===== config.mk =====
export PLATFORM = sky130hd
export DESIGN_NAME = order_msg_decoder
export DESIGN_NICKNAME = d
export VERILOG_FILES = /design/src/rtl/order_msg_decoder.sv
export SDC_FILE = /design/constraint.sdc
export NUM_CORES = 1
export LEC_CHECK = 0
export ABC_CLOCK_PERIOD_IN_PS = 2300
export BUFFER_PORTS_ARGS = -buffer_cell sky130_fd_sc_hd__buf_2
export CAP_MARGIN = 25
export CORE_MARGIN = 3
export CORE_UTILIZATION = 55
export DETAILED_ROUTE_END_ITERATION = 16
export MAX_ROUTING_LAYER = met4
export PLACE_DENSITY = 0.79
export SYNTH_ARGS = -nofsm -noshare
export SYNTH_HDL_FRONTEND = slang
export SYNTH_SLANG_ARGS = --single-unit

===== constraint.sdc =====
create_clock -name i_clk -period 2.3 [get_ports i_clk]
set_clock_uncertainty 0.2 [all_clocks]
set_input_delay 0.23 -clock i_clk [delete_from_list [all_inputs] [get_ports i_clk]]
set_output_delay 0.23 -clock i_clk [all_outputs]
set_load 0.005 [all_outputs]

===== src/rtl/order_msg_decoder.sv =====
// order_msg_decoder: unpacks fixed 12-byte order messages from a byte stream
// into one-entry registered order outputs, gated by the order book's busy flag.
module order_msg_decoder #(
    parameter int NUM_STOCKS = 4,
    parameter int MSG_BYTES  = 12,
    parameter int CNT_WIDTH  = 16
) (
    input  logic                 i_clk,
    input  logic                 i_reset,
    input  logic [7:0]           i_byte,
    input  logic                 i_byte_valid,
    output logic                 o_byte_ready,
    input  logic                 i_book_busy,
    output logic                 o_order_valid,
    output logic [1:0]           o_stock_id,
    output logic [1:0]           o_order_type,
    output logic [15:0]          o_quantity,
    output logic [31:0]          o_price,
    output logic [31:0]          o_order_id,
    output logic [CNT_WIDTH-1:0] o_drop_count
);

    localparam logic [3:0] LAST_K      = 4'(MSG_BYTES - 1);
    localparam logic [8:0] STOCK_LIMIT = 9'(NUM_STOCKS);

    typedef enum logic {IDLE, PAYLOAD} state_t;
    typedef enum logic [1:0] {ADD = 2'd0, CANCEL = 2'd1, EXECUTE = 2'd2} order_type_t;

    state_t                state_q, state_d;
    logic [3:0]            k_q, k_d;
    // Holds payload bytes k2..k10 once k10 has been shifted in
    logic [71:0]           payload_q, payload_d;
    order_type_t           msg_type_q, msg_type_d;
    logic [1:0]            msg_stock_q, msg_stock_d;
    logic                  bad_q, bad_d;

    logic                  order_valid_q, order_valid_d;
    logic [1:0]            stock_q, stock_d;
    order_type_t           order_type_q, order_type_d;
    logic [15:0]           quantity_q, quantity_d;
    logic [31:0]           price_q, price_d;
    logic [31:0]           order_id_q, order_id_d;
    logic [CNT_WIDTH-1:0]  drop_q, drop_d;

    logic                  byte_ready;
    logic                  accept;
    logic                  transfer;
    logic                  load;
    logic                  drop_inc;
    logic [79:0]           msg;

    // Next-state: byte acceptance, parsing FSM, commit, output register and drop counter
    always_comb begin
        byte_ready    = !(state_q == PAYLOAD && k_q == LAST_K && order_valid_q && i_book_busy);
        accept        = i_byte_valid && byte_ready;
        transfer      = order_valid_q && !i_book_busy;
        // Final byte is combined with the shift register so commit needs no extra cycle
        msg           = {payload_q, i_byte};
        load          = 1'b0;
        drop_inc      = 1'b0;
        state_d       = state_q;
        k_d           = k_q;
        payload_d     = payload_q;
        msg_type_d    = msg_type_q;
        msg_stock_d   = msg_stock_q;
        bad_d         = bad_q;

        unique case (state_q)
            IDLE: begin
                if (accept) begin
                    if (i_byte == 8'h41 || i_byte == 8'h58 || i_byte == 8'h45) begin
                        msg_type_d = (i_byte == 8'h41) ? ADD :
                                     (i_byte == 8'h58) ? CANCEL : EXECUTE;
                        bad_d      = 1'b0;
                        k_d        = 4'd1;
                        state_d    = PAYLOAD;
                    end else begin
                        drop_inc = 1'b1;
                    end
                end
            end
            PAYLOAD: begin
                if (accept) begin
                    if (k_q == 4'd1) begin
                        msg_stock_d = i_byte[1:0];
                        bad_d       = ({1'b0, i_byte} >= STOCK_LIMIT);
                    end
                    if (k_q == LAST_K) begin
                        state_d = IDLE;
                        k_d     = '0;
                        if (bad_q || (msg_type_q == ADD && msg[47:32] == 16'd0))
                            drop_inc = 1'b1;
                        else
                            load = 1'b1;
                    end else begin
                        payload_d = {payload_q[63:0], i_byte};
                        k_d       = k_q + 4'd1;
                    end
                end
            end
            default: begin
                state_d = IDLE;
                k_d     = '0;
            end
        endcase

        order_valid_d = order_valid_q;
        stock_d       = stock_q;
        order_type_d  = order_type_q;
        quantity_d    = quantity_q;
        price_d       = price_q;
        order_id_d    = order_id_q;
        if (load) begin
            order_valid_d = 1'b1;
            stock_d       = msg_stock_q;
            order_type_d  = msg_type_q;
            order_id_d    = msg[79:48];
            quantity_d    = msg[47:32];
            price_d       = msg[31:0];
        end else if (transfer) begin
            order_valid_d = 1'b0;
            stock_d       = '0;
            order_type_d  = ADD;
            quantity_d    = '0;
            price_d       = '0;
            order_id_d    = '0;
        end

        drop_d = drop_q;
        if (drop_inc && drop_q != '1)
            drop_d = drop_q + 1'b1;
    end

    // State and output registers with synchronous reset
    always_ff @(posedge i_clk) begin
        if (i_reset) begin
            state_q       <= IDLE;
            k_q           <= '0;
            payload_q     <= '0;
            msg_type_q    <= ADD;
            msg_stock_q   <= '0;
            bad_q         <= 1'b0;
            order_valid_q <= 1'b0;
            stock_q       <= '0;
            order_type_q  <= ADD;
            quantity_q    <= '0;
            price_q       <= '0;
            order_id_q    <= '0;
            drop_q        <= '0;
        end else begin
            state_q       <= state_d;
            k_q           <= k_d;
            payload_q     <= payload_d;
            msg_type_q    <= msg_type_d;
            msg_stock_q   <= msg_stock_d;
            bad_q         <= bad_d;
            order_valid_q <= order_valid_d;
            stock_q       <= stock_d;
            order_type_q  <= order_type_d;
            quantity_q    <= quantity_d;
            price_q       <= price_d;
            order_id_q    <= order_id_d;
            drop_q        <= drop_d;
        end
    end

    assign o_byte_ready  = byte_ready;
    assign o_order_valid = order_valid_q;
    assign o_stock_id    = stock_q;
    assign o_order_type  = order_type_q;
    assign o_quantity    = quantity_q;
    assign o_price       = price_q;
    assign o_order_id    = order_id_q;
    assign o_drop_count  = drop_q;

endmodule


## After elaboration in Yosys (flattened, before gate mapping)

Cells that the tools add are included.

| operators by class | value |
|---|---|
| $add $sub $neg | 2 |
| magnitude comparators | 1 |
| equal/unequal tests | 10 |
| muxes and demuxes | 37 |
| bitwise logic cells | 2 |
| reductions and logical operators | 20 |

Operators by type and width:

| kind | number |
|---|---|
| 32-bit 2-to-1 mux | 3 |
| 16-bit 2-to-1 mux | 2 |
| 8-bit by 7-bit == test with 1-bit output, second input constant | 3 |
| 1-bit 2-to-1 mux | 19 |
| 16-bit by 1-bit adder with 16-bit output, second input constant | 1 |
| 16-bit logical NOT | 1 |
| 4-bit 2-to-1 mux | 4 |
| 16-bit != test, second input constant | 1 |
| 3-bit AND reduction | 4 |
| 2-bit 2-to-1 mux | 5 |
| 8-bit by 3-bit greater-or-equal comparator with 1-bit output, second input constant | 1 |
| 4-bit one-hot mux with 2 select lines | 1 |
| 1-bit logical AND | 7 |
| 1-bit one-hot mux with 2 select lines | 3 |
| 4-bit by 1-bit adder with 4-bit output, second input constant | 1 |
| 4-bit by 1-bit == test with 1-bit output, second input constant | 1 |
| 4-bit == test, second input constant | 1 |
| 2-bit by 1-bit != test with 1-bit output, second input constant | 2 |
| 2-bit != test, second input constant | 2 |
| 4-bit AND reduction | 1 |
| 1-bit logical OR | 3 |
| 1-bit logical NOT | 2 |
| 2-bit logical NOT | 1 |
| 1-bit inverter | 2 |
| 2-bit nonzero test | 1 |

| storage, ports and cells | value |
|---|---|
| register bits | 183 |
| input port bits | 12 |
| output and inout bits | 102 |
| logic and storage cells | 85 |

## Longest topological paths before layout

| depth | value |
|---|---|
| word-level depth | 9 |
| gate-level depth with buffers | 9 |
| depth with buffers taken out | 7 |

## Worst setup path after synthesis

OpenSTA, ideal clock, no wires.

| path | value |
|---|---|
| path kind | register -> register |
| from | register k_q[0] |
| to | register drop_q[15] (netlist: o_drop_count[15]) |
| setup time | 70 ps |
| arrival time | 1,834 ps |
| data required time | 2,030 ps |
| slack | 196 ps |
| stages on the path, launching flop included | 8 |
| path buffers | 0 |
| clock period less this slack | 2,104 ps |
| cell sequence | dfxtp_1 -> ha_1 -> nand4b_4 -> o21ai_1 -> a31oi_4 -> o2111ai_4 -> or4_1 -> a21oi_1 |

| on the way | value |
|---|---|
| longest elaborated chain between the ends | 9 |
| elaborated cells on any way between the ends | 11 |
| those cells by class | eq/ne (1); mux (4); reduce/logical (6) |

RTL lines:

| what | RTL line | source |
|---|---|---|
| start, declared | 30 | `logic [3:0] k_q, k_d;` |
| start signal, assigned | 152 | `k_q <= k_d;` |
| 4-bit == test * | 54, 88 |  |
| 1-bit logical AND (3 in series) | 54 | `byte_ready = !(state_q == PAYLOAD && k_q == LAST_K && order_valid_q && i_book_busy);` |
| 1-bit logical NOT | 54 |  |
| 1-bit logical AND | 55 | `accept = i_byte_valid && byte_ready;` |
| 1-bit 2-to-1 mux, on equally long branches | 83, 70 |  |
| 1-bit one-hot mux with 2 select lines * | 68 | `unique case (state_q)` |
| 1-bit logical AND * | 130 | `if (drop_inc && drop_q != '1)` |
| end signal, assigned | 163 | `drop_q <= drop_d;` |
| end, declared | 43 | `logic [CNT_WIDTH-1:0] drop_q, drop_d;` |

Mark *: on every way between the ends. The rest lies on a longest branch, timed or not.
A chain may end at the register's enable or synchronous reset.

## Worst setup path after layout

| path | value |
|---|---|
| from | register k_q[1] |
| to | register order_id_q[5] (netlist: o_order_id[5]) |

| on the way | value |
|---|---|
| longest elaborated chain between the ends | 9 |
| elaborated cells on any way between the ends | 11 |
| those cells by class | eq/ne (1); mux (4); reduce/logical (6) |

RTL lines:

| what | RTL line | source |
|---|---|---|
| 4-bit == test * | 54, 88 |  |
| 1-bit logical AND (3 in series) | 54 |  |
| 1-bit logical NOT | 54 |  |
| 1-bit logical AND | 55 |  |
| 1-bit 2-to-1 mux * | 83 | `if (accept) begin` |
| 1-bit 2-to-1 mux * | 68 |  |
| 32-bit 2-to-1 mux or 2-bit nonzero test (tied branches) | - |  |
| end signal, assigned | 162 | `order_id_q <= order_id_d;` |
| end, declared | 42 | `logic [31:0] order_id_q, order_id_d;` |

Marked as above.

==> results.sh <==
export IMPL_status="finished with violations"
export IMPL_violations="negative setup slack"
export IMPL_finalNonFillerCells=951
export IMPL_gp_congestion=0.823
export IMPL_synth_cells_most_frequent="dfxtp_1 (183), nand2_1 (156), a21oi_1 (92), a22o_1 (84), clkbuf_1 (31)"
export IMPL_crit_arrival_ps=2510
export IMPL_cp_start_kind="register"
export IMPL_grtUsageMet2_pct=41.5
export IMPL_root_buffer="clkbuf_16"
export IMPL_grt_overflow=0
export IMPL_ys_types=43
export IMPL_final_area_um2=8140
export IMPL_synth_edf_count=0
export IMPL_grtUsageMet3_pct=5.57
export IMPL_rsz0062_at_grt="yes"
export IMPL_worstHoldStart="i_book_busy"
export IMPL_fp_coreArea_um2=11100
export IMPL_dp_cells=904
export IMPL_fin_crit_sh_pct=102
export IMPL_clock_sinks=183
export IMPL_track_usage_pct=26.2
export IMPL_cts_made_buffers=17
export IMPL_avgViaCountPerCell=5.94
export IMPL_synth_warnings=0
export IMPL_max_slew_worst_pin_slew_ps=469
export IMPL_fp_dieArea_um2=13000
export IMPL_maxCapViolCount=0
export IMPL_grt_pass1_wl_mm=26.6
export IMPL_finalSetupViolCount=40
export IMPL_htreeDepth=4
export IMPL_rr_startpoint="k_q[1]"
export IMPL_ctsLongestPathBuffers=2
export IMPL_area_delta_synth_final_pct=26.8
export IMPL_drive_above_1_share_pct=24.4
export IMPL_synth_seq_cells=183
export IMPL_io_pins=114
export IMPL_critPathCaptureType="register"
export IMPL_die_h_um=114
export IMPL_period_minus_slack_ps=2340
export IMPL_reg2regPathDepth=7
export IMPL_clkTransAtPathRegs_ps=70
export IMPL_clk_latency_ps=420
export IMPL_ant_nets=0
export IMPL_initial_core_util_pct=57.7
export IMPL_drc=0
export IMPL_peakVddDrop_v=0.000553
export IMPL_vias=5651
export IMPL_grt_busiest_layer="met2"
export IMPL_wl_per_cell_um=18.1
export IMPL_placed_cell_area_um2=7230
export IMPL_n_antenna_cell=0
export IMPL_hold_violations=0
export IMPL_syn_nets=691
export IMPL_dp_final_hpwl_mm=10.5
export IMPL_nets=815
export IMPL_drt_iter0_drc=550
export IMPL_required_ps=2460
export IMPL_fin_ws_ps=-44.7
export IMPL_cts_tree="yes"
export IMPL_synthTopCellsByArea="dfxtp_1 (57%), a22o_1 (11%), nand2_1 (9.1%)"
export IMPL_grt_use_met1_pct=33.4
export IMPL_slew_headroom_pct=68.4
export IMPL_wl_mm=17.2
export IMPL_yosys_area_top_type="dfxtp_1"
export IMPL_dp_worst_setup_slack_ps=72.1
export IMPL_ys_async_sr_fraction_pct=0
export IMPL_die_w_um=114
export IMPL_antenna_found_initial=0
export IMPL_worstHoldPathCells=3
export IMPL_power_density_nw_per_um2=785
export IMPL_path_max_fanout=27
export IMPL_worstSetupPathType="register to register"
export IMPL_dr_pass1_iters=5
export IMPL_grt_max_degree=84
export IMPL_ys_seq_area_share_pct=57.1
export IMPL_syn_avg_cell_area_um2=9.49
export IMPL_numPortBuffers=113
export IMPL_hold_class="input pin to register"
export IMPL_grt_pass1_vias=5303
export IMPL_num_rows=38
export IMPL_synth_most_common_cell="dfxtp_1"
export IMPL_slew_violations=0
export IMPL_p_leak_uw=0.00330
export IMPL_syn_inst=676
export IMPL_synth_top_area_share_pct=57.1
export IMPL_crit_start="k_q[1]"
export IMPL_fmax_ghz=0.426
export IMPL_ys_flop_type="dfxtp_1"
export IMPL_synth_area_um2=6410
## worst paths after layout
check | to | slack, ps
hold reg to reg | payload_q[71] | 260
setup / recovery | o_order_id[5] | -40
hold / removal | o_order_valid | 30
setup reg to reg | o_order_id[5] | -40
## power breakdown
| group | switching [uW] | leakage [uW] | total (uW) | internal, uW |
|---|---|---|---|---|
| clock | 1210 | 0.000288 | 3050 | 1840 |
| combinational | 99.9 | 0.00153 | 159 | 59.2 |
| sequential | 5.54 | 0.00148 | 3180 | 3170 |
| total | 1310 | 0.00330 | 6380 | 5070 |
## registers in the layout, indices dropped and copies added, names as in the netlist
name and flops:
o_order_id 32, msg_stock_q 2, bad_q 1, o_order_valid 1, o_quantity 16, o_stock_id 2, state_q 1, o_drop_count 16
k_q 4, o_order_type 2, payload_q 72, msg_type_q 2, o_price 32
## cell type report
class / instances / area [um^2]
flip-flops and latches: 183 / 3670
fillers: 755 / 2990
multi-input cells: 441 / 2640
repair buffers: 151 / 1010
clock buffers: 19 / 443
well taps: 140 / 175
clock inverters: 11 / 173
inverters: 6 / 22.5
## critical path, cell delays in order (launching register included)
cell,delay (ps)
dfxtp_1,420
ha_4,190
nand4b_4,190
nor2_1,180
o21ai_0,180
nor3_2,360
buf_4,360
a22o_1,180
## routing by layer
layer | vias up | wire length [um]
met5 | - | 0
met4 | 0 | 363
met3 | 34 | 1210
met2 | 256 | 8310
met1 | 2736 | 7290
li1 | 2625 | -
## kinds of logic (layout without fill, tap and decap cells)
family | after synthesis | in the layout | share of synthesized area, %
AO/OA/AOI/OAI | 208 | 208 | 22.6
XOR/XNOR | 3 | 3 | 0.410
adder cells (fa/ha/maj) | 3 | 3 | 0.585
buffers and inverters | 52 | 187 | 3.34
flip-flops | 183 | 183 | 57.1
multiplexers | 3 | 3 | 0.468
AND/OR/NAND/NOR | 224 | 224 | 15.5
## through the flow
step	hold WS, ps	setup TNS (ps)	utilization, %	power (uW)
2_1_floorplan	156	0	-	3320
3_3_place_gp	245	0	65.0	3370
3_5_place_dp	251	0	65.0	3370
4_1_cts	7.49	0	71.5	6370
5_1_grt	22.4	-3930	73.1	6550
6_report	30.1	-734	73.1	6380
## cell usage in the layout, fill, tap and decap left out, drive strengths merged, types with 2 or more instances in the layout
cell	count
or4	2
o211ai	3
buf	140
dlygate4sd3	10
a22o	84
bufinv	4
xor2	3
nor3	5
nand2	156
o31ai	2
a21oi	92
inv	8
o21a	2
ha	3
nand4	3
dfxtp	183
or3	10
nor2	20
o21ai	15
nand3	10
or2	2
nor2b	3
clkinvlp	4
clkbuf	20
and3	3
o21bai	2
nor4	4
mux2i	3
## repair_timing
item	4_1_cts	5_1_grt
hold endpoints to repair	32	0
setup buffers	0	5
hold buffers	10	0
setup endpoints to repair	0	97
resized for setup	0	25
No activity file was read; power rests on OpenSTA's default activity.
